[src/rtl/nibble_serial_addsub_ctrl.sv]
// Multi-precision add/subtract sequencer: one 4-bit ripple-carry slice is
// reused over WIDTH/4 cycles, least-significant nibble first, with a
// registered carry linking consecutive nibbles.
module nibble_serial_addsub_ctrl #(
    parameter int WIDTH = 16
) (
    input  logic             i_clk,
    input  logic             i_rst_n,
    input  logic             i_start,
    input  logic             i_op_sub,
    input  logic [WIDTH-1:0] i_a,
    input  logic [WIDTH-1:0] i_b,
    output logic             o_busy,
    output logic             o_done,
    output logic [WIDTH-1:0] o_result,
    output logic             o_carry_out,
    output logic             o_overflow
);

    localparam int NSLICE = WIDTH / 4;
    localparam int IDXW   = (NSLICE > 1) ? $clog2(NSLICE) : 1;

    localparam logic [1:0] S_IDLE = 2'd0;
    localparam logic [1:0] S_RUN  = 2'd1;
    localparam logic [1:0] S_DONE = 2'd2;

    logic [1:0]       r_state;
    logic [WIDTH-1:0] r_opA;
    logic [WIDTH-1:0] r_opB;
    logic             r_carry;
    logic [IDXW-1:0]  r_idx;
    logic [WIDTH-1:0] r_result;
    logic             r_carryOut;
    logic             r_overflow;

    logic [3:0] w_nibA;
    logic [3:0] w_nibB;
    logic [3:0] w_lowSum;
    logic       w_carryInto3;
    logic [3:0] w_sliceSum;
    logic       w_sliceCarry;
    logic       w_lastSlice;

    // 4-bit slice split at bit 3 so the carry into the MSB is visible for overflow
    always_comb begin
        w_nibA       = r_opA[{r_idx, 2'b00} +: 4];
        w_nibB       = r_opB[{r_idx, 2'b00} +: 4];
        w_lowSum     = {1'b0, w_nibA[2:0]} + {1'b0, w_nibB[2:0]} + {3'b000, r_carry};
        w_carryInto3 = w_lowSum[3];
        w_sliceSum   = {w_nibA[3] ^ w_nibB[3] ^ w_carryInto3, w_lowSum[2:0]};
        w_sliceCarry = (w_nibA[3] & w_nibB[3]) | (w_nibA[3] & w_carryInto3)
                     | (w_nibB[3] & w_carryInto3);
        w_lastSlice  = (r_idx == IDXW'(NSLICE - 1));
    end

    // Sequencer: latch operands on start, run one nibble per cycle, then pulse done
    always_ff @(posedge i_clk) begin
        if (!i_rst_n) begin
            r_state    <= S_IDLE;
            r_opA      <= '0;
            r_opB      <= '0;
            r_carry    <= 1'b0;
            r_idx      <= '0;
            r_result   <= '0;
            r_carryOut <= 1'b0;
            r_overflow <= 1'b0;
        end else begin
            case (r_state)
                S_IDLE: begin
                    if (i_start) begin
                        r_opA    <= i_a;
                        r_opB    <= i_op_sub ? ~i_b : i_b;
                        r_carry  <= i_op_sub;
                        r_idx    <= '0;
                        r_result <= '0;
                        r_state  <= S_RUN;
                    end
                end
                S_RUN: begin
                    r_result[{r_idx, 2'b00} +: 4] <= w_sliceSum;
                    r_carry <= w_sliceCarry;
                    r_idx   <= r_idx + IDXW'(1);
                    if (w_lastSlice) begin
                        r_carryOut <= w_sliceCarry;
                        r_overflow <= w_carryInto3 ^ w_sliceCarry;
                        r_state    <= S_DONE;
                    end
                end
                S_DONE: begin
                    r_state <= S_IDLE;
                end
                default: begin
                    r_state <= S_IDLE;
                end
            endcase
        end
    end

    // Outputs come straight from registers so no input reaches an output combinationally
    always_comb begin
        o_busy      = (r_state != S_IDLE);
        o_done      = (r_state == S_DONE);
        o_result    = r_result;
        o_carry_out = r_carryOut;
        o_overflow  = r_overflow;
    end

endmodule

[config.mk]
export PLATFORM = sky130hd
export DESIGN_NAME = nibble_serial_addsub_ctrl
export DESIGN_NICKNAME = d
export VERILOG_FILES = /design/src/rtl/nibble_serial_addsub_ctrl.sv
export SDC_FILE = /design/constraint.sdc
export NUM_CORES = 1
export LEC_CHECK = 0
export ABC_AREA = 1
export BUFFER_PORTS_ARGS = -buffer_cell sky130_fd_sc_hd__buf_2
export CAP_MARGIN = 40
export CORE_MARGIN = 4
export CORE_UTILIZATION = 51
export DETAILED_ROUTE_END_ITERATION = 10
export PLACE_DENSITY = 0.72
export SYNTH_ARGS = -nofsm -noshare
export SYNTH_HDL_FRONTEND = slang
export SYNTH_SLANG_ARGS = --single-unit
[constraint.sdc]
create_clock -name i_clk -period 2.7 [get_ports i_clk]
set_input_delay 0.135 -clock i_clk [delete_from_list [all_inputs] [get_ports i_clk]]
set_output_delay 0.135 -clock i_clk [all_outputs]
set_load 0.01 [all_outputs]
* Word-level counts from Yosys, hierarchy flattened
Index checks and enable logic that the tools add are counted.
Storage, ports and cells: bits of input ports 36, register bits 55, output and inout bits 20, word-level logic and storage cells 48
Operators by class: $add $sub $neg 4, reduce and logical (&&, ||, !) cells 7, shift-type cells 4, bitwise logic cells 9, eq/ne operators 5, muxes and demuxes 11
Operator list (number):
- 16-bit 2-to-1 mux | 2
- 16-bit case mux with 2 select lines | 1
- 16-bit by 5-bit indexed part select with 4-bit output | 2
- 16-bit bitwise mux | 1
- 16-bit inverter | 1
- 4-bit by 6-bit variable shift with 16-bit output, first input constant | 1
- 4-bit by 6-bit indexed part select with 16-bit output | 1
- 2-bit case mux with 2 select lines | 2
- 2-bit AND reduction | 4
- 2-bit 2-to-1 mux | 3
- 4-bit negation with 6-bit output | 1
- 3-bit by 3-bit adder with 4-bit output | 1
- 4-bit by 1-bit adder with 4-bit output | 1
- 2-bit equality test, second input constant | 2
- 2-bit inequality test, second input constant | 2
- 2-bit nonzero test | 2
- 1-bit bitwise AND | 3
- 1-bit XOR | 3
- 2-bit by 1-bit adder with 2-bit output, second input constant | 1
- 2-bit by 1-bit equality test with 1-bit output, second input constant | 1
- 2-bit logical NOT | 1
- 1-bit bitwise OR | 2
- 1-bit case mux with 2 select lines | 1
- 1-bit 2-to-1 mux | 1

* Logic depth before layout (Yosys ltp)
Gate-level depths: netlist of run 1.
depth after elaboration 7, gate-level depth with buffers 14, mapped depth without buffers 13

* Least setup slack after synthesis of run 1
OpenSTA, ideal clock, no wires.
path type reg-to-reg, from register r_idx[1], to register r_result[7], in the netlist o_result[7], cell stages (with the launch flop) 13, path buffers 1, path slack 318 ps, clock period less this slack 2382 ps, data required time 2630 ps, data arrival time 2313 ps, library setup time 70 ps, cell sequence dfxtp_1 > buf_2 > clkinv_1 > o21ai_0 > o22ai_1 > fa_1 > nand3_1 > nand2_1 > fa_1 > nand2_1 > nor2_1 > nand2_1 > a21oi_1
Between the ends: cells in the longest elaborated chain, start to end 7
Ends and longest elaborated chain:
- start: declaration | line 31 | logic [IDXW-1:0] r_idx;
- start signal: assignment | line 82 | r_idx <= r_idx + IDXW'(1);
- 16-bit by 5-bit indexed part select with 4-bit output (on tied branches) | line 46, 47
- 3-bit by 3-bit adder with 4-bit output | line 48 | w_lowSum = {1'b0, w_nibA[2:0]} + {1'b0, w_nibB[2:0]} + {3'b000, r_carry};
- 4-bit by 1-bit adder with 4-bit output | line 48
- 1-bit XOR | line 50 | w_sliceSum = {w_nibA[3] ^ w_nibB[3] ^ w_carryInto3, w_lowSum[2:0]};
- 4-bit by 6-bit indexed part select with 16-bit output | line 80 | r_result[{r_idx, 2'b00} +: 4] <= w_sliceSum;
- 16-bit bitwise mux * | line 80
- 16-bit case mux with 2 select lines * | line 68 | case (r_state)
- end signal: indexed assignment | line 80
- end: declaration | line 32 | logic [WIDTH-1:0] r_result;
Mark *: on every way between the ends. The rest lies on a longest branch, timed or not. A chain may end at the register's enable or synchronous reset.

* Worst setup path after layout of run 1
from register r_idx[0], to register r_result[7], in the netlist o_result[7]
Same word-level chain as after synthesis.

==> results.yml, run 1 <==
hold_path:
  min-delay-start: "i_a[14]"
  hold_depth: 3
  whs_endpoint: "r_opA[14]"
  hp-class: "input pin to flop"
routing:
  wirelength_um: 5833
  drtIter0Drc: 188
  vias: 2387
  avgRoutedWirePerCell_um: 12.15
  drcViolationCount: 0
  postRouteAntennaNets: 0
  avgViaCountPerCell: 4.973
  dr.pass1.iters: 5
placed_design:
  place_congestion: 0.8816
  post-place-ws_ns: 0.1666
  dp_cells: 468
  placed_area_um2: 2922
  portBuffers: 55
  dp_hpwl_um: 4167
synth:
  synth-edff-count: 0
  synth_fp_nets: 405
  ys_ff_latch: 55
  synth_common_cells: "nand2_1, dfxtp_1, nor2_1"
  synth_top_area_share_pct: 41.69
  async_flop_share_pct: 0
  synthDistinctLibCells: 24
  synthAdderAreaFrac_pct: 5.116
  syn_area_um2: 2641
  yosys_most_used_dff: "dfxtp_1"
  synth_most_common_cell: "nand2_1"
  yosysWarnings: 0
  synthMuxAreaShare_pct: 0
  synth_top_area_cell: "dfxtp_1"
  synth_compound_area_share_pct: 14.35
  syn_area_per_cell_um2: 7.337
  synth_top_cells_by_area: "dfxtp_1, nand2_1, nor2_1"
  synth_xor_area_share_pct: 5.306
  syn_inst: 360
  yosys.area_share.simple_pct: 25.86
  yosysSeqAreaShare_pct: 41.69
  synth_top_family_by_area: "simple AND/OR/NAND/NOR gates"
outcome:
  outcome: "completed"
sta:
  clock_skew_ns: 0.006636
  period_needed_ns: 2.480
  fmax_ghz: 0.4033
  tightest_slew_ns: 0.5255
  finalSetupViolCount: 0
  slew_headroom_pct: 64.91
  hold_viol_final: 0
  tns_ns: 0
  drv_slew: 0
  fin_ws_ns: 0.2203
  post-route-period-util_pct: 91.84
layout:
  final_area_um2: 3067
  syn2layout_area_growth_pct: 16.11
  final_cells: 480
  num_antenna_cells: 0
  fin_nets: 457
  layout-drive-gt1-share_pct: 19.85
clock_network:
  cts-root-buf: "clkbuf_8"
  hold_buffers: 0
  cts_max_level: 2
  insertion_delay_ns: 0.31
  cts_max_path_buffers: 2
  cts.clk_slew.worst_paths_ns: 0.09
  cts_buffers: 5
  cts_tree: "built"
  clock-sinks: 55
critical_path:
  required_ns: 2.94
  arrival_ns: 2.72
  cp-start-kind: "flop"
  rr_worst_depth: 12
  reg2reg_from: "r_idx[0]"
  reg2reg_slack_ns: 0.22
  slowest_stage: "fa_1"
  cp-end-kind: "flop"
  critPathMaxStageDelay_ns: 0.51
  r2r-end: "o_result[7]"
  cp_cell_sequence: "clkinvlp_4 -> buf_4 -> nor2_1 -> o22ai_1 -> fa_1 -> nand3_1 -> nand2_1 -> fa_1 -> nand2_1 -> nor2_1 -> nand2_1 -> a21oi_1"
  critPathMaxFanout: 6
  cpMostUsedCell: "nand2_1"
  critPathKind: "flop to flop"
floorplan:
  io_pins: 56
  die_x_um: 79.97
  core_um2: 4880
  initial_utilization_pct: 54.13
  dieArea_um2: 6394
  die_y_um: 79.97
  rows: 25
global_routing:
  track_usage_pct: 18.90
  grt_pass1_wl_um: 9639
  grt_max_degree: 47
  grt.overflow.total: 0
  antenna_found_initial: 0
  grt_pass1_vias: 2151
pwr:
  ir_worst_vdd_v: 0.0002481
  power_density_nw_per_um2: 545.1
  p_leak_nw: 1.382
  finalPower_mw: 1.672
flow_run:
  max-cap-violations: 0
[kinds of logic after synthesis]
family	after synthesis
xor gates and xnor gates	16
AOI/OAI and AO/OA	73
and+or+nand+nor	165
adders and majority gates	9
buffers and inverters	42
DFF	55
[per-layer routing]
| layer | wire length, um | share of wire [%] | GRT usage [%] | vias up |
|---|---|---|---|---|
| li1 | - | - | - | 1264 |
| met3 | 351 | 6.0 | 3.837 | 8 |
| met1 | 2763 | 47 | 24.82 | 1056 |
| met4 | 69 | 1.2 | 5.574 | 0 |
| met2 | 2648 | 45 | 31.21 | 59 |
| met5 | 0 | 0 | 0 | - |
[critical path, delay by kind of cell (launching register included)]
kind / cells / cell delay, ns
simple gates: 6 / 0.58
flops: 1 / 0.40
compound gates: 2 / 0.26
buf+inv: 2 / 0.29
fa+ha+maj: 2 / 0.90
[power breakdown]
part / total, mW / switching, mW / internal (mW)
registers: 0.887 / 0.0304 / 0.856
logic: 0.300 / 0.183 / 0.117
clock network: 0.485 / 0.250 / 0.234
total: 1.67 / 0.463 / 1.21
[placed cells by master, fill, tap and decap left out, types with 2 or more instances in the layout]
cell type   Yosys  final
nor2_1         54     54
nand4_1         2      2
nand2_1        77     77
o22ai_1         6      6
a21oi_1        35     35
o21a_1          2      2
nand3_1        26     26
clkbuf_8        0      7
ha_1            6      6
inv_2           4      4
buf_2           9     55
inv_1          17     16
fa_1            3      3
nor2_2          2      2
clkinvlp_4      0      3
buf_4           3      7
xor2_1         16     16
o21ai_0        29     29
dfxtp_1        55     54
and2_1          2      2
[registers in the layout, summed over array words and instances (netlist names)]
| register | count |
|---|---|
| r_idx | 2 |
| r_state | 2 |
| o_overflow | 1 |
| o_result | 16 |
| o_carry_out | 1 |
| r_opA | 16 |
| r_opB | 16 |
| r_carry | 1 |
[through the flow]
step	hold WS, ns	util (%)
global route	0.08155	62.85
global placement	0.3868	59.87
CTS	0.07568	61.92
finish	0.07462	62.85
detailed placement	0.3959	59.87
floorplan	0.2984	-
[final cells by class]
class | instances | area, um2
timing repair inverter | 1 | 7.507
clock buffer | 8 | 100.1
inverter | 23 | 93.84
timing repair buffer | 63 | 339.1
multi-input combinational | 263 | 1338
sequential | 55 | 1105
tap | 67 | 83.83
fill | 463 | 1813
[worst max-delay path by stage]
stage,slack [ns],from,end
5_1_grt,-0.005,r_idx[1],o_result[7]
6_report,0.22,r_idx[0],o_result[7]
2_1_floorplan,0.32,r_idx[1],o_result[7]
3_3_place_gp,0.28,r_idx[0],o_result[7]
3_5_place_dp,0.17,r_idx[0],o_result[7]
4_1_cts,0.13,r_idx[0],o_result[7]
[timing repair]
action | 4_1_cts | 5_1_grt
setup endpoints to repair | 0 | 2
setup buffers | 0 | 3
resized for setup | 0 | 6
Power figures use the tool's default switching activity.
==> run 2: changes to the inputs <==
- SKIP_CTS_REPAIR_TIMING: unset -> 1
- clock period: 2.7 -> 2.5 ns (I/O delays scaled with it)
==> run 2 against run 1 <==
Against the previous run: combinational power rose by 30%; the flow now finishes with violations (setup timing); fmax shrank 0.82%; power rose by 7.6%; highest routed layer unchanged; cell area increased by 4.6%; register-to-register slack got worse by 0.22 ns; critical path depth is 1 higher; clock skew down 0.0028 ns; largest power group unchanged; sequential cell count unchanged; worst setup slack lost 0.22 ns.
==> results.yml, run 2 (synthesis gave the netlist of run 1 again) <==
placed_design:
  dp_hpwl_um: 4384
  portBuffers: 55
  place_congestion: 0.8482
  dp_cells: 471
  post-place-ws_ns: 0.0008031
pwr:
  ir_worst_vdd_v: 0.0002886
  power_density_nw_per_um2: 560.9
  p_leak_nw: 1.419
critical_path:
  critPathMaxStageDelay_ns: 0.55
  critPathMaxFanout: 7
  cp_cell_sequence: "clkinvlp_4 -> buf_6 -> nand2_2 -> nand3_2 -> and2_4 -> ha_4 -> a21oi_4 -> nand2_2 -> fa_1 -> nand2_2 -> nor2_4 -> nand2_1 -> a21oi_1"
  cp-end-kind: "flop"
  cpMostUsedCell: "nand2_2"
  slowest_stage: "fa_1"
  cp-start-kind: "flop"
  arrival_ns: 2.74
  required_ns: 2.74
  critPathKind: "flop to flop"
sta:
  tightest_slew_ns: 0.5420
  clock_skew_ns: 0.003845
  tns_ns: -0.0001652
  hold_viol_final: 0
  rsz0062_at_grt: "true"
  fmax_ghz: 0.4000
  period_needed_ns: 2.500
  whs_ns: 0.07055
  post-route-period-util_pct: 100.0
  drv_slew: 0
  slew_headroom_pct: 63.81
  finalSetupViolCount: 1
  fin_ws_ns: -0.0001652
global_routing:
  grt_busiest_layer: "met2"
  grt_util_met3_pct: 4.063
  grt_pass1_vias: 2268
  grt.overflow.total: 0
  grtUsageMet2_pct: 32.37
  grt_util_met1_pct: 26.45
  track_usage_pct: 19.77
  antenna_found_initial: 0
  grt_max_degree: 37
  grt_pass1_wl_um: 10200
clock_network:
  cts_buffers: 5
  cts.clk_slew.worst_paths_ns: 0.09
  cts-root-buf: "clkbuf_8"
  insertion_delay_ns: 0.30
  clock-sinks: 55
  cts_max_path_buffers: 2
  cts_max_level: 2
  cts_tree: "built"
floorplan:
  die_y_um: 79.97
  die_x_um: 79.97
  core_um2: 4880
  io_pins: 56
  initial_utilization_pct: 54.13
  dieArea_um2: 6394
  rows: 25
layout:
  multiInputGateArea_um2: 1449
  final_cells: 484
  syn2layout_area_growth_pct: 21.41
  utilization_pct: 65.72
  seq_area_um2: 1105
  num_antenna_cells: 0
  final_cell_mix: "nand2_1, buf_2, dfxtp_1"
  nFillCells: 456
  fin_nets: 463
  layout_commonest_cell: "nand2_1"
  layout-drive-gt1-share_pct: 26.14
outcome:
  violations: "setup timing"
  outcome: "complete, but fails checks"
routing:
  drtIter0Drc: 168
  vias: 2473
  dr.pass1.iters: 4
  wirelength_um: 6373
  postRouteAntennaNets: 0
  avgViaCountPerCell: 5.110
  drcViolationCount: 0
  avgRoutedWirePerCell_um: 13.17
flow_run:
  max-cap-violations: 0
hold_path:
  hp-class: "input pin to flop"
## run 2: path summary, 6_finish.rpt
path,start,endpoint,slack [ns],cells past startpoint
worst max-delay path,r_idx[0],o_result[7],-0.0002,13
worst min-delay path,i_a[12],r_opA[12],0.07,3
worst max register to register,r_idx[0],o_result[7],-0.0002,13
worst min register to register,r_opB[8],r_opB[8],0.47,2
## run 2: worst max-delay path, delay by kind of cell, from the launching register on
kind	cells	cell delay [ns]
buffers and inverters	2	0.41
AO/OA/AOI/OAI	2	0.28
flip-flops	1	0.40
adder cells (fa/ha/maj)	2	0.71
AND/OR/NAND/NOR	7	0.65
## run 2: final cells by class
cell class                      instances  share of cell area (%)
Multi-Input combinational cell        263                   45.18
Sequential cell                        55                   34.45
Timing Repair Buffer                   69                   12.33
Inverter                               23                   2.926
Tap cell                               67                   2.614
Clock buffer                            6                   2.263
Timing Repair inverter                  1                  0.2341
## run 2: per-stage QoR
stage | power [mW] | instance area (um2)
CTS | 1.736 | 3017
global route | 1.895 | 3207
global placement | 1.291 | 2944
finish | 1.799 | 3207
floorplan | 1.210 | 2641
detailed placement | 1.298 | 2944
## run 2: report_power, final
part	internal [mW]	total [mW]	switching, mW
Sequential	0.925	0.961	0.0357
Clock	0.187	0.447	0.260
Combinational	0.164	0.391	0.227
## run 2: per-layer routing
layer	routed length [um]	vias up
li1	-	1273
met1	2898	1126
met2	3121	67
met3	293	7
met4	59	0
met5	0	-
==> run 3: changes to the inputs <==
- CELL_PAD_IN_SITES_DETAIL_PLACEMENT: unset -> 1
- CELL_PAD_IN_SITES_GLOBAL_PLACEMENT: unset -> 1
- CORE_UTILIZATION: 51 -> 39
- PLACE_DENSITY: 0.72 -> 0.77
==> run 3 against run 2 <==
Against the previous run: the run now ends clean; largest cell class unchanged; clock skew increased by 0.0010 ns; sequential share of layout area increased by 0.70 points; sequential cell count did not move; wire length is 9.8% higher; combinational power fell by 5%; worst hold slack worse by 0.0053 ns; count of clock-buffer cells in the layout is the same; global-route usage shrank 2.8 points.
==> results.yml, run 3 (synthesis gave the netlist of run 1 again) <==
routing:
  drcViolationCount: 0
  drtIter0Drc: 81
  postRouteAntennaNets: 0
  wirelength_um: 6999
  avgRoutedWirePerCell_um: 14.25
  dr.pass1.iters: 4
  vias: 2488
  avgViaCountPerCell: 5.067
pwr:
  power_density_nw_per_um2: 577.5
  p_leak_nw: 1.407
  ir_worst_vdd_v: 0.0002612
global_routing:
  grt.overflow.total: 0
  antenna_found_initial: 0
  grtUsageMet2_pct: 29.37
  grt_util_met3_pct: 3.917
  grt_max_degree: 37
  grt_pass1_wl_um: 11330
  grt_pass1_vias: 2435
  track_usage_pct: 16.97
  grt_util_met1_pct: 20.94
  grt_busiest_layer: "met2"
placed_design:
  dp_hpwl_um: 5219
  portBuffers: 55
  dp_cells: 480
  place_congestion: 0.8668
critical_path:
  path_buf_inv: 2
  arrival_ns: 2.64
  cp_cell_sequence: "clkinvlp_4 -> buf_6 -> nand3_1 -> and2_4 -> ha_1 -> a21oi_2 -> nand2_2 -> fa_1 -> nand2_2 -> nor2_2 -> nand2_1 -> a21oi_1"
  critPathMaxStageDelay_ns: 0.57
  critPathMaxFanout: 8
  required_ns: 2.74
  crit_family: "adder cells"
  cp-start-kind: "flop"
  cpMostUsedCell: "nand2_2"
  slowest_stage: "fa_1"
  critPathKind: "flop to flop"
  cp-end-kind: "flop"
flow_run:
  max-cap-violations: 0
floorplan:
  core_um2: 6459
  io_pins: 56
  die_x_um: 90.30
  dieArea_um2: 8153
  rows: 29
  die_y_um: 90.30
  initial_utilization_pct: 40.90
layout:
  final_cells: 491
  utilization_pct: 48.72
  fin_nets: 459
  layout-drive-gt1-share_pct: 23.43
  layout_commonest_cell: "nand2_1"
  final_cell_mix: "nand2_1, buf_2, nor2_1, dfxtp_1, a21oi_1"
  syn2layout_area_growth_pct: 19.14
  num_antenna_cells: 0
sta:
  tightest_slew_ns: 0.5733
  hold_viol_final: 0
  drv_slew: 0
  period_needed_ns: 2.401
  post-route-period-util_pct: 96.05
  finalSetupViolCount: 0
  clock_skew_ns: 0.004874
  slew_headroom_pct: 61.73
  fmax_ghz: 0.4164
clock_network:
  insertion_delay_ns: 0.31
  cts.clk_slew.worst_paths_ns: 0.09
  cts_max_path_buffers: 2
  cts_tree: "built"
  cts_max_level: 2
  cts_buffers: 5
  cts-root-buf: "clkbuf_8"
  clock-sinks: 55
outcome:
  outcome: "completed"
hold_path:
  hp-class: "input pin to flop"
run 3: cell types whose count changed in the layout (fill, tap and decap cells not counted), sizes merged:
| cell | delta |
|---|---|
| buf | -3 |
| clkinv | +1 |
| clkinvlp | -2 |
| inv | +1 |
run 3: power breakdown:
| group | internal [mW] | leakage (nW) | switching (mW) |
|---|---|---|---|
| clock | 0.218 | 0.0470 | 0.271 |
| combinational | 0.148 | 0.909 | 0.223 |
| sequential | 0.925 | 0.451 | 0.0324 |
| total | 1.29 | 1.41 | 0.526 |
run 3: area by class of cell:
| type | instances | area (um2) |
|---|---|---|
| inverters | 23 | 90.09 |
| fillers | 854 | 3312 |
| repair buffers | 66 | 372.9 |
| well taps | 77 | 96.34 |
| flip-flops and latches | 55 | 1106 |
| multi-input cells | 263 | 1394 |
| clock buffers | 6 | 82.58 |
| clock inverters | 1 | 5.005 |
run 3: path summary, 6_finish.rpt:
check	start	endpoint	slack (ns)	depth (start not counted)
worst max-delay path	r_idx[1]	o_result[7]	0.1	12
worst max register to register	r_idx[1]	o_result[7]	0.1	12
worst min-delay path	i_a[1]	r_opA[1]	0.07	3
worst min register to register	o_result[12]	o_result[12]	0.46	2
run 3: per-stage QoR:
stage	TNS [ns]	area, um2	power, mW	worst slack (ns)	hold slack [ns]
floorplan	0	2641	1.210	0.1176	0.2884
global placement	0	2949	1.301	0.1114	0.3780
detailed placement	0	2949	1.313	0.03183	0.3874
CTS	-0.007047	3037	1.807	-0.007047	0.06030
global route	-0.1110	3147	1.933	-0.05958	0.07050
finish	0	3147	1.817	0.09864	0.06527
run 3: worst min-delay path, delay by kind of cell:
| kind | cells | cell delay (ns) |
|---|---|---|
| AOI/OAI and AO/OA | 1 | 0.07 |
| and+or+nand+nor | 1 | 0.07 |
| buffers and inverters | 1 | 0.07 |
run 3: layer usage:
layer  part of all wire (%)  vias up  wire length, um
met2                     50       39             3486
met3                    4.0        7              282
met1                     45     1175             3122
li1                       -     1267                -
met4                    1.5        0              107
met5                      0        -                0
